==> config.mk <==
export PLATFORM = sky130hd
export DESIGN_NAME = btb_write_scheduler_flat
export DESIGN_NICKNAME = d
export VERILOG_FILES = /design/src/rtl/btb_write_scheduler_pkg.sv /design/src/rtl/btb_write_scheduler_if.sv /design/src/rtl/btb_upd_fifo.sv /design/src/rtl/btb_write_scheduler.sv /design/src/flat_wrapper.sv
export SDC_FILE = /design/constraint.sdc
export NUM_CORES = 1
export LEC_CHECK = 0
export BUFFER_PORTS_ARGS = -buffer_cell sky130_fd_sc_hd__buf_2
export CELL_PAD_IN_SITES_DETAIL_PLACEMENT = 0
export CELL_PAD_IN_SITES_GLOBAL_PLACEMENT = 2
export CORE_ASPECT_RATIO = 0.75
export CORE_MARGIN = 2
export CORE_UTILIZATION = 34
export CTS_CLUSTER_DIAMETER = 100
export DETAILED_ROUTE_END_ITERATION = 16
export PLACE_DENSITY = 0.82
export RECOVER_POWER = 100
export SYNTH_ARGS = -nofsm -noshare
export SYNTH_HDL_FRONTEND = slang
export SYNTH_HIERARCHICAL = 1
export SYNTH_SLANG_ARGS = --single-unit
==> constraint.sdc <==
create_clock -name clk -period 16.67 [get_ports clk]
set_input_delay 0.8335 -clock clk [delete_from_list [all_inputs] [get_ports clk]]
set_output_delay 0.8335 -clock clk [all_outputs]
set_load 0.01 [all_outputs]
==> src/rtl/btb_write_scheduler_pkg.sv <==
// Shared types for the BTB write scheduler: index width default, state
// encoding and the buffered update entry.
package btb_pkg;
    localparam int LOWER = 5;
    localparam int TAG_W = 64 - LOWER;

    typedef enum logic {IDLE, FLUSH} state_t;

    // pc_sw is {pc[LOWER-1:0], pc[63:LOWER]}: index bits on top, tag below,
    // so the entry layout does not depend on LOWER.
    typedef struct packed {
        logic [63:0] pc_sw;
        logic [63:0] target;
        logic        taken;
    } upd_entry_t;
endpackage

==> src/rtl/btb_write_scheduler_if.sv <==
// Update, flush and BTB write-port signals of the scheduler.
interface btb_write_scheduler_if #(parameter int LOWER = btb_pkg::LOWER);
    logic              upd_valid;
    logic              upd_ready;
    logic [63:0]       upd_pc;
    logic [63:0]       upd_target;
    logic              upd_taken;
    logic              flush_req;
    logic              flush_busy;
    logic              flush_done;
    logic              pred_inhibit;
    logic              wr_stall;
    logic              wr_en;
    logic [LOWER-1:0]  wr_index;
    logic [63-LOWER:0] wr_tag;
    logic [63:0]       wr_target;
    logic              wr_valid;

    modport slave (
        input  upd_valid, upd_pc, upd_target, upd_taken, flush_req, wr_stall,
        output upd_ready, flush_busy, flush_done, pred_inhibit,
               wr_en, wr_index, wr_tag, wr_target, wr_valid
    );
    modport master (
        output upd_valid, upd_pc, upd_target, upd_taken, flush_req, wr_stall,
        input  upd_ready, flush_busy, flush_done, pred_inhibit,
               wr_en, wr_index, wr_tag, wr_target, wr_valid
    );
endinterface

==> src/rtl/btb_upd_fifo.sv <==
// Small update FIFO with wrap-bit pointers; clr empties it synchronously.
module btb_upd_fifo
    import btb_pkg::*;
#(
    parameter int DEPTH = 2
) (
    input  logic       clk,
    input  logic       arst_n,
    input  logic       clr,
    input  logic       push,
    input  logic       pop,
    input  upd_entry_t din,
    output upd_entry_t head,
    output logic       full,
    output logic       empty
);
    localparam int AW = $clog2(DEPTH);

    upd_entry_t     mem [DEPTH];
    logic [AW:0]    wp;
    logic [AW:0]    rp;
    logic           do_push;
    logic           do_pop;

    assign empty   = (wp == rp);
    assign full    = (wp[AW] != rp[AW]) && (wp[AW-1:0] == rp[AW-1:0]);
    assign head    = mem[rp[AW-1:0]];
    assign do_push = push && !full && !clr;
    assign do_pop  = pop && !empty && !clr;

    always_ff @(posedge clk) begin
        if (do_push) mem[wp[AW-1:0]] <= din;
    end

    always_ff @(posedge clk or negedge arst_n) begin
        if (!arst_n) begin
            wp <= '0;
            rp <= '0;
        end else if (clr) begin
            wp <= '0;
            rp <= '0;
        end else begin
            if (do_push) wp <= wp + 1'b1;
            if (do_pop)  rp <= rp + 1'b1;
        end
    end
endmodule

==> src/rtl/btb_write_scheduler.sv <==
// Sequences buffered branch updates and full-table invalidation sweeps onto
// the BTB's single write port.
module btb_write_scheduler
    import btb_pkg::*;
#(
    parameter int LOWER      = btb_pkg::LOWER,
    parameter int FIFO_DEPTH = 2
) (
    input logic                  clk,
    input logic                  arst_n,
    btb_write_scheduler_if.slave bus
);
    state_t            state;
    logic [LOWER-1:0]  cnt;
    logic              done_q;
    logic              idle;
    logic              push;
    logic              pop;
    logic              clr;
    logic              full;
    logic              empty;
    upd_entry_t        din;
    upd_entry_t        head;

    logic              wr_en;
    logic [LOWER-1:0]  wr_index;
    logic [63-LOWER:0] wr_tag;
    logic [63:0]       wr_target;
    logic              wr_valid;

    assign idle          = (state == IDLE);
    assign bus.upd_ready = idle && !full && !bus.flush_req;
    assign push          = bus.upd_valid && bus.upd_ready;
    assign pop           = idle && !empty && !bus.wr_stall;
    // Queued updates describe pre-flush state, so flush entry drops them.
    assign clr           = idle && bus.flush_req;

    assign din.pc_sw  = {bus.upd_pc[LOWER-1:0], bus.upd_pc[63:LOWER]};
    assign din.target = bus.upd_target;
    assign din.taken  = bus.upd_taken;

    btb_upd_fifo #(.DEPTH(FIFO_DEPTH)) u_fifo (
        .clk   (clk),
        .arst_n(arst_n),
        .clr   (clr),
        .push  (push),
        .pop   (pop),
        .din   (din),
        .head  (head),
        .full  (full),
        .empty (empty)
    );

    always_ff @(posedge clk or negedge arst_n) begin
        if (!arst_n) begin
            state  <= IDLE;
            cnt    <= '0;
            done_q <= 1'b0;
        end else begin
            done_q <= 1'b0;
            case (state)
                IDLE: begin
                    if (bus.flush_req) begin
                        state <= FLUSH;
                        cnt   <= '0;
                    end
                end
                FLUSH: begin
                    if (!bus.wr_stall) begin
                        if (&cnt) begin
                            state  <= IDLE;
                            done_q <= 1'b1;
                        end else begin
                            cnt <= cnt + 1'b1;
                        end
                    end
                end
                default: state <= IDLE;
            endcase
        end
    end

    always_comb begin
        wr_en     = 1'b0;
        wr_index  = '0;
        wr_tag    = '0;
        wr_target = '0;
        wr_valid  = 1'b0;
        if (state == FLUSH) begin
            wr_en    = 1'b1;
            wr_index = cnt;
        end else if (!empty) begin
            wr_en     = 1'b1;
            wr_index  = head.pc_sw[63 -: LOWER];
            wr_tag    = head.pc_sw[63-LOWER:0];
            wr_target = head.taken ? head.target : 64'd0;
            wr_valid  = head.taken;
        end
    end

    assign bus.wr_en        = wr_en;
    assign bus.wr_index     = wr_index;
    assign bus.wr_tag       = wr_tag;
    assign bus.wr_target    = wr_target;
    assign bus.wr_valid     = wr_valid;
    assign bus.flush_busy   = (state == FLUSH);
    assign bus.pred_inhibit = (state == FLUSH);
    assign bus.flush_done   = done_q;
endmodule

==> src/flat_wrapper.sv <==
// flat-port wrapper written by rule: the top's interface ports become plain ports
module btb_write_scheduler_flat import btb_pkg::*;
#(
    parameter int LOWER      = btb_pkg::LOWER,
    parameter int FIFO_DEPTH = 2
)
  (clk, arst_n, bus_upd_valid, bus_upd_pc, bus_upd_target, bus_upd_taken, bus_flush_req, bus_wr_stall, bus_upd_ready, bus_flush_busy, bus_flush_done, bus_pred_inhibit, bus_wr_en, bus_wr_index, bus_wr_tag, bus_wr_target, bus_wr_valid);
  btb_write_scheduler_if #(.LOWER(LOWER)) bus_i ();
  input logic clk;
  input logic arst_n;
  input wire logic [$bits(bus_i.upd_valid)-1:0] bus_upd_valid;
  input wire logic [$bits(bus_i.upd_pc)-1:0] bus_upd_pc;
  input wire logic [$bits(bus_i.upd_target)-1:0] bus_upd_target;
  input wire logic [$bits(bus_i.upd_taken)-1:0] bus_upd_taken;
  input wire logic [$bits(bus_i.flush_req)-1:0] bus_flush_req;
  input wire logic [$bits(bus_i.wr_stall)-1:0] bus_wr_stall;
  output wire logic [$bits(bus_i.upd_ready)-1:0] bus_upd_ready;
  output wire logic [$bits(bus_i.flush_busy)-1:0] bus_flush_busy;
  output wire logic [$bits(bus_i.flush_done)-1:0] bus_flush_done;
  output wire logic [$bits(bus_i.pred_inhibit)-1:0] bus_pred_inhibit;
  output wire logic [$bits(bus_i.wr_en)-1:0] bus_wr_en;
  output wire logic [$bits(bus_i.wr_index)-1:0] bus_wr_index;
  output wire logic [$bits(bus_i.wr_tag)-1:0] bus_wr_tag;
  output wire logic [$bits(bus_i.wr_target)-1:0] bus_wr_target;
  output wire logic [$bits(bus_i.wr_valid)-1:0] bus_wr_valid;
  assign bus_i.upd_valid = bus_upd_valid;
  assign bus_i.upd_pc = bus_upd_pc;
  assign bus_i.upd_target = bus_upd_target;
  assign bus_i.upd_taken = bus_upd_taken;
  assign bus_i.flush_req = bus_flush_req;
  assign bus_i.wr_stall = bus_wr_stall;
  assign bus_upd_ready = bus_i.upd_ready;
  assign bus_flush_busy = bus_i.flush_busy;
  assign bus_flush_done = bus_i.flush_done;
  assign bus_pred_inhibit = bus_i.pred_inhibit;
  assign bus_wr_en = bus_i.wr_en;
  assign bus_wr_index = bus_i.wr_index;
  assign bus_wr_tag = bus_i.wr_tag;
  assign bus_wr_target = bus_i.wr_target;
  assign bus_wr_valid = bus_i.wr_valid;
  btb_write_scheduler #(.LOWER(LOWER), .FIFO_DEPTH(FIFO_DEPTH)) u_core (.clk(clk), .arst_n(arst_n), .bus(bus_i));
endmodule
==> results by stage <==
Clock tree:
- After clock tree synthesis, the flow added hold-fix buffers numbering 0.
- The number of clock buffers added by TritonCTS is 28.
- After clock tree synthesis, the clock-pin slew on the worst setup and hold paths is 0.06 ns.
- The cell sitting at the root of the clock tree is a sky130_fd_sc_hd__clkbuf_16.
- The post-cts resize count is 0.
- The number of sinks on the clock net is roughly 270.
- The number of buffers on the longest clock path is 3.
- TritonCTS built the clock tree.
- Clock latency on the worst-skew pair, taken at its later pin, is 0.54 ns.
- CTS built an H-tree with a depth of 1.
- The number of buffers inserted to repair setup after CTS is 0.

Global route:
- The via count of the first global-routing pass is roughly 6,300.
- The overall overflow remaining after global route is 0.
- The first global-routing pass estimated around 37 mm of wire.
- Global routing used 14.1% of the available tracks.
- Entering global routing, the biggest net connects 74 pins.
- The initial antenna violation count is 8.

Drt:
- The post-detailed-route DRC marker count is 0.
- The routed via count divided by cell count is 4.72.
- The routed layout has 6,232 vias.
- The number of nets with antenna violations after detailed routing is 0.
- The first-pass iteration count of the detailed router is 4.
- Dividing the detail-routed wire length by the instance count gives approximately 19 um.
- The number of DRC violations after detailed-routing iteration 0 is roughly 340.
- For this block, the routed nets add up to about 24 mm of wire.

STA:
- The final number of hold-violating endpoints came to 0.
- The clock arrives with approximately 0.01 ns of skew.
- Setup total negative slack on the finished layout was measured at 0 ns.
- The count of endpoints failing setup in the final report is 0.
- The count of final max-slew check failures came to slightly below 600.
- Headroom to the max-slew limit came out at -184%.
- The final period utilization is 56.3%.
- Setup repair after global routing left no endpoint under its margin.
- The minimum clock period after layout is between 9 and 10 ns.
- Timing would allow up to 0.106 GHz.
- For the pin with the worst max-slew slack, the measured transition is between 4 and 5 ns.
- The hold slack is roughly 0.32 ns.
- The setup slack of the critical path after layout is a little over 7 ns.

Floorplan:
- For this configuration, the core starts out at a cell density of a little over a third.
- The standard-cell row count is 56.
- The die is 159 um tall.
- The area of the core region is 31,500 um^2.
- The die is about 210 um wide.
- The die covers about 34,000 um^2.
- The number of I/O pins is around 270.

Yosys:
- The synthesized area divided by synthesized cell count is between 15 and 20 um^2.
- The most used flip-flop cell after synthesis is sky130_fd_sc_hd__edfxtp_1.
- The multiplexer area fraction after synthesis is 13.8%.
- The parity-gate share of the synthesized area counting xor and xnor cells is less than 1%.
- The number of synthesized flops with an enable pin is ~260.
- Sorting the synthesized cells by how often they occur yields sky130_fd_sc_hd__edfxtp_1 (258), sky130_fd_sc_hd__mux2_2 (129), sky130_fd_sc_hd__and3_1 (65), sky130_fd_sc_hd__and2_1 (62), sky130_fd_sc_hd__clkbuf_1 (21).
- The most common cell in the synthesized netlist is sky130_fd_sc_hd__edfxtp_1.
- By area, the combinational part of the netlist is dominated by multiplexers.
- Sequential elements use roughly 74% of the synthesized area.
- The total of flip-flops plus latches after synthesis is ~270.
- For this run, asynchronously set or reset flops after synthesis account for under 10%.
- Of the post-synthesis cell area, the dominant cell type holds ~71%.
- The synthesized netlist devotes 8.97% of its cell area to simple gates.
- The post-synthesis instance total is ~630.
- The number of distinct library cell variants in the gate-level netlist after synthesis is 32.
- The compound-gate portion of the synthesized area is under 10%.
- In the post-synthesis netlist, the biggest area contributors are sky130_fd_sc_hd__edfxtp_1 (71%), sky130_fd_sc_hd__mux2_2 (13%), sky130_fd_sc_hd__and3_1 (3.7%).
- The Yosys step of the flow raised 6 warnings.
- The biggest area consumer among synthesized cells is sky130_fd_sc_hd__edfxtp_1.
- The synthesized netlist net count is approximately 760.
- The share of synthesized cell area in full adder, half adder and majority cells is less than 1%.
- The combined area of all synthesized cells is around 11,000 um^2.

Worst setup path:
- The endpoint arrival time on the critical path is about 9.4 ns.
- The element type at the critical path end is a flop.
- The highest fanout seen on the critical path is 73.
- The worst setup path category is flop to flop.
- Tracing the worst setup path back leads to its startpoint at u_core/u_fifo/rp[0].
- In this run the register-to-register setup slack is between 7 and 8 ns.
- STA classifies the critical path startpoint as a flop.
- The worst register-to-register path begins at u_core/u_fifo/rp[0].
- The required arrival time at the worst endpoint is around 17 ns.

Run status:
- The flow ran to the end, but the final reports show violations.
- The checks that failed: capacitance limit, slew limit.

Layout:
- In the final layout, the share of cells above drive strength 1 is 30.5%.
- Cells fill a little over two fifths of the core in the end.
- At the end of the flow, the number of nets in the layout was 1,023.
- The number of fill cells in the layout is between 2,000 and 3,000.
- Compared with the post-synthesis result, the final layout area differs by 21.6%.
- The non-filler instance count after layout is 1,319.
- The summed area of non-filler cells in the final layout is 13,300 um^2.

Placed design:
- The post-placement cell area is 12,600 um^2.
- During placement, the flow inserted port buffers numbering roughly 270.
- Once detailed placement completed, the half-perimeter wirelength came to around 15 mm.
- Counting tap cells, the placed design contains a total of between 1,000 and 1,500 instances.
- The placer's final routability congestion estimate is around 0.72.
- Timing analysis after detailed placement gives a worst setup slack of around 12 ns.

Run:
- Max-cap violations in this run came to 9.

Pwr:
- The worst-case vdd ir drop is roughly 0.000075 V.
- The total leakage power is roughly 4.8 nW.
- The total chip power is ~1.7 mW.
- Power spread over the standard cell area amounts to 128 nW/um^2.

Min path:
- The kind of path behind the tightest hold check is primary input to async pin.
## report_power, final
group | total, mW | internal [mW] | switching [mW]
combinational | 0.280 | 0.156 | 0.124
clock | 0.608 | 0.362 | 0.245
sequential | 0.809 | 0.765 | 0.0443
total | 1.70 | 1.28 | 0.414
## state kept, by name, summed over array words and instances (netlist names)
name                   flops
u_core/bus.flush_busy      1
u_core/bus.flush_done      1
u_core/cnt                 5
u_core/u_fifo/mem        258
u_core/u_fifo/rp           2
u_core/u_fifo/wp           2
## cells in the final DEF (no fill, tap or decap), drive strengths merged, types with 4 or more instances in the layout
cell type  count
nor3b          4
clkinv        15
edfxtp       258
nor2           8
buf          107
mux2i          4
and2          62
and3          65
dfrtp         11
clkbuf       200
nand2          4
nand2b         4
diode          4
a21oi          4
mux2         130
a22o           5
## final timing paths
check | end | cells past startpoint
hold reg to reg | u_core/cnt[4] | 1
max in group asynchronous | u_core/u_fifo/wp[1] | 1
hold / removal | u_core/bus.flush_done | 1
setup reg to reg | u_core/u_fifo/mem[1][109] | 6
min in group clk | u_core/u_fifo/mem[0][16] | 1
setup / recovery | u_core/u_fifo/mem[1][109] | 6
## routing by layer
| layer | global-route usage (%) | vias up | wire length, um |
|---|---|---|---|
| li1 | - | 2911 | - |
| met1 | 20.2 | 3078 | 11300 |
| met2 | 21.4 | 192 | 10900 |
| met3 | 4.16 | 43 | 1660 |
| met4 | 2.85 | 8 | 465 |
| met5 | 0 | - | 57 |
## logic make-up after synthesis
group,after synthesis
compound gates,15
fa+ha+maj,2
flops,269
mux,134
xor+xnor,5
buf+inv,41
simple gates,159
## area by class of cell
cell class              count  area (um^2)  area share (%)
diodes                      4         10.0          0.0755
well taps                 406          508            3.83
multi-input cells         315         2670            20.1
clock inverters            18          158            1.19
clock buffers              34          744            5.61
flip-flops and latches    269         8020            60.5
repair buffers            273         1160            8.72
## critical path, stage by stage (launching register included)
cell	delay [ns]
sky130_fd_sc_hd__dfrtp_1	2.53
sky130_fd_sc_hd__xor2_1	0.24
sky130_fd_sc_hd__nor2_1	0.08
sky130_fd_sc_hd__nor3_1	0.22
sky130_fd_sc_hd__and2_0	0.32
sky130_fd_sc_hd__and4b_1	2.18
sky130_fd_sc_hd__clkbuf_1	3.10
Note: power is estimated with default switching activity, not from simulation.
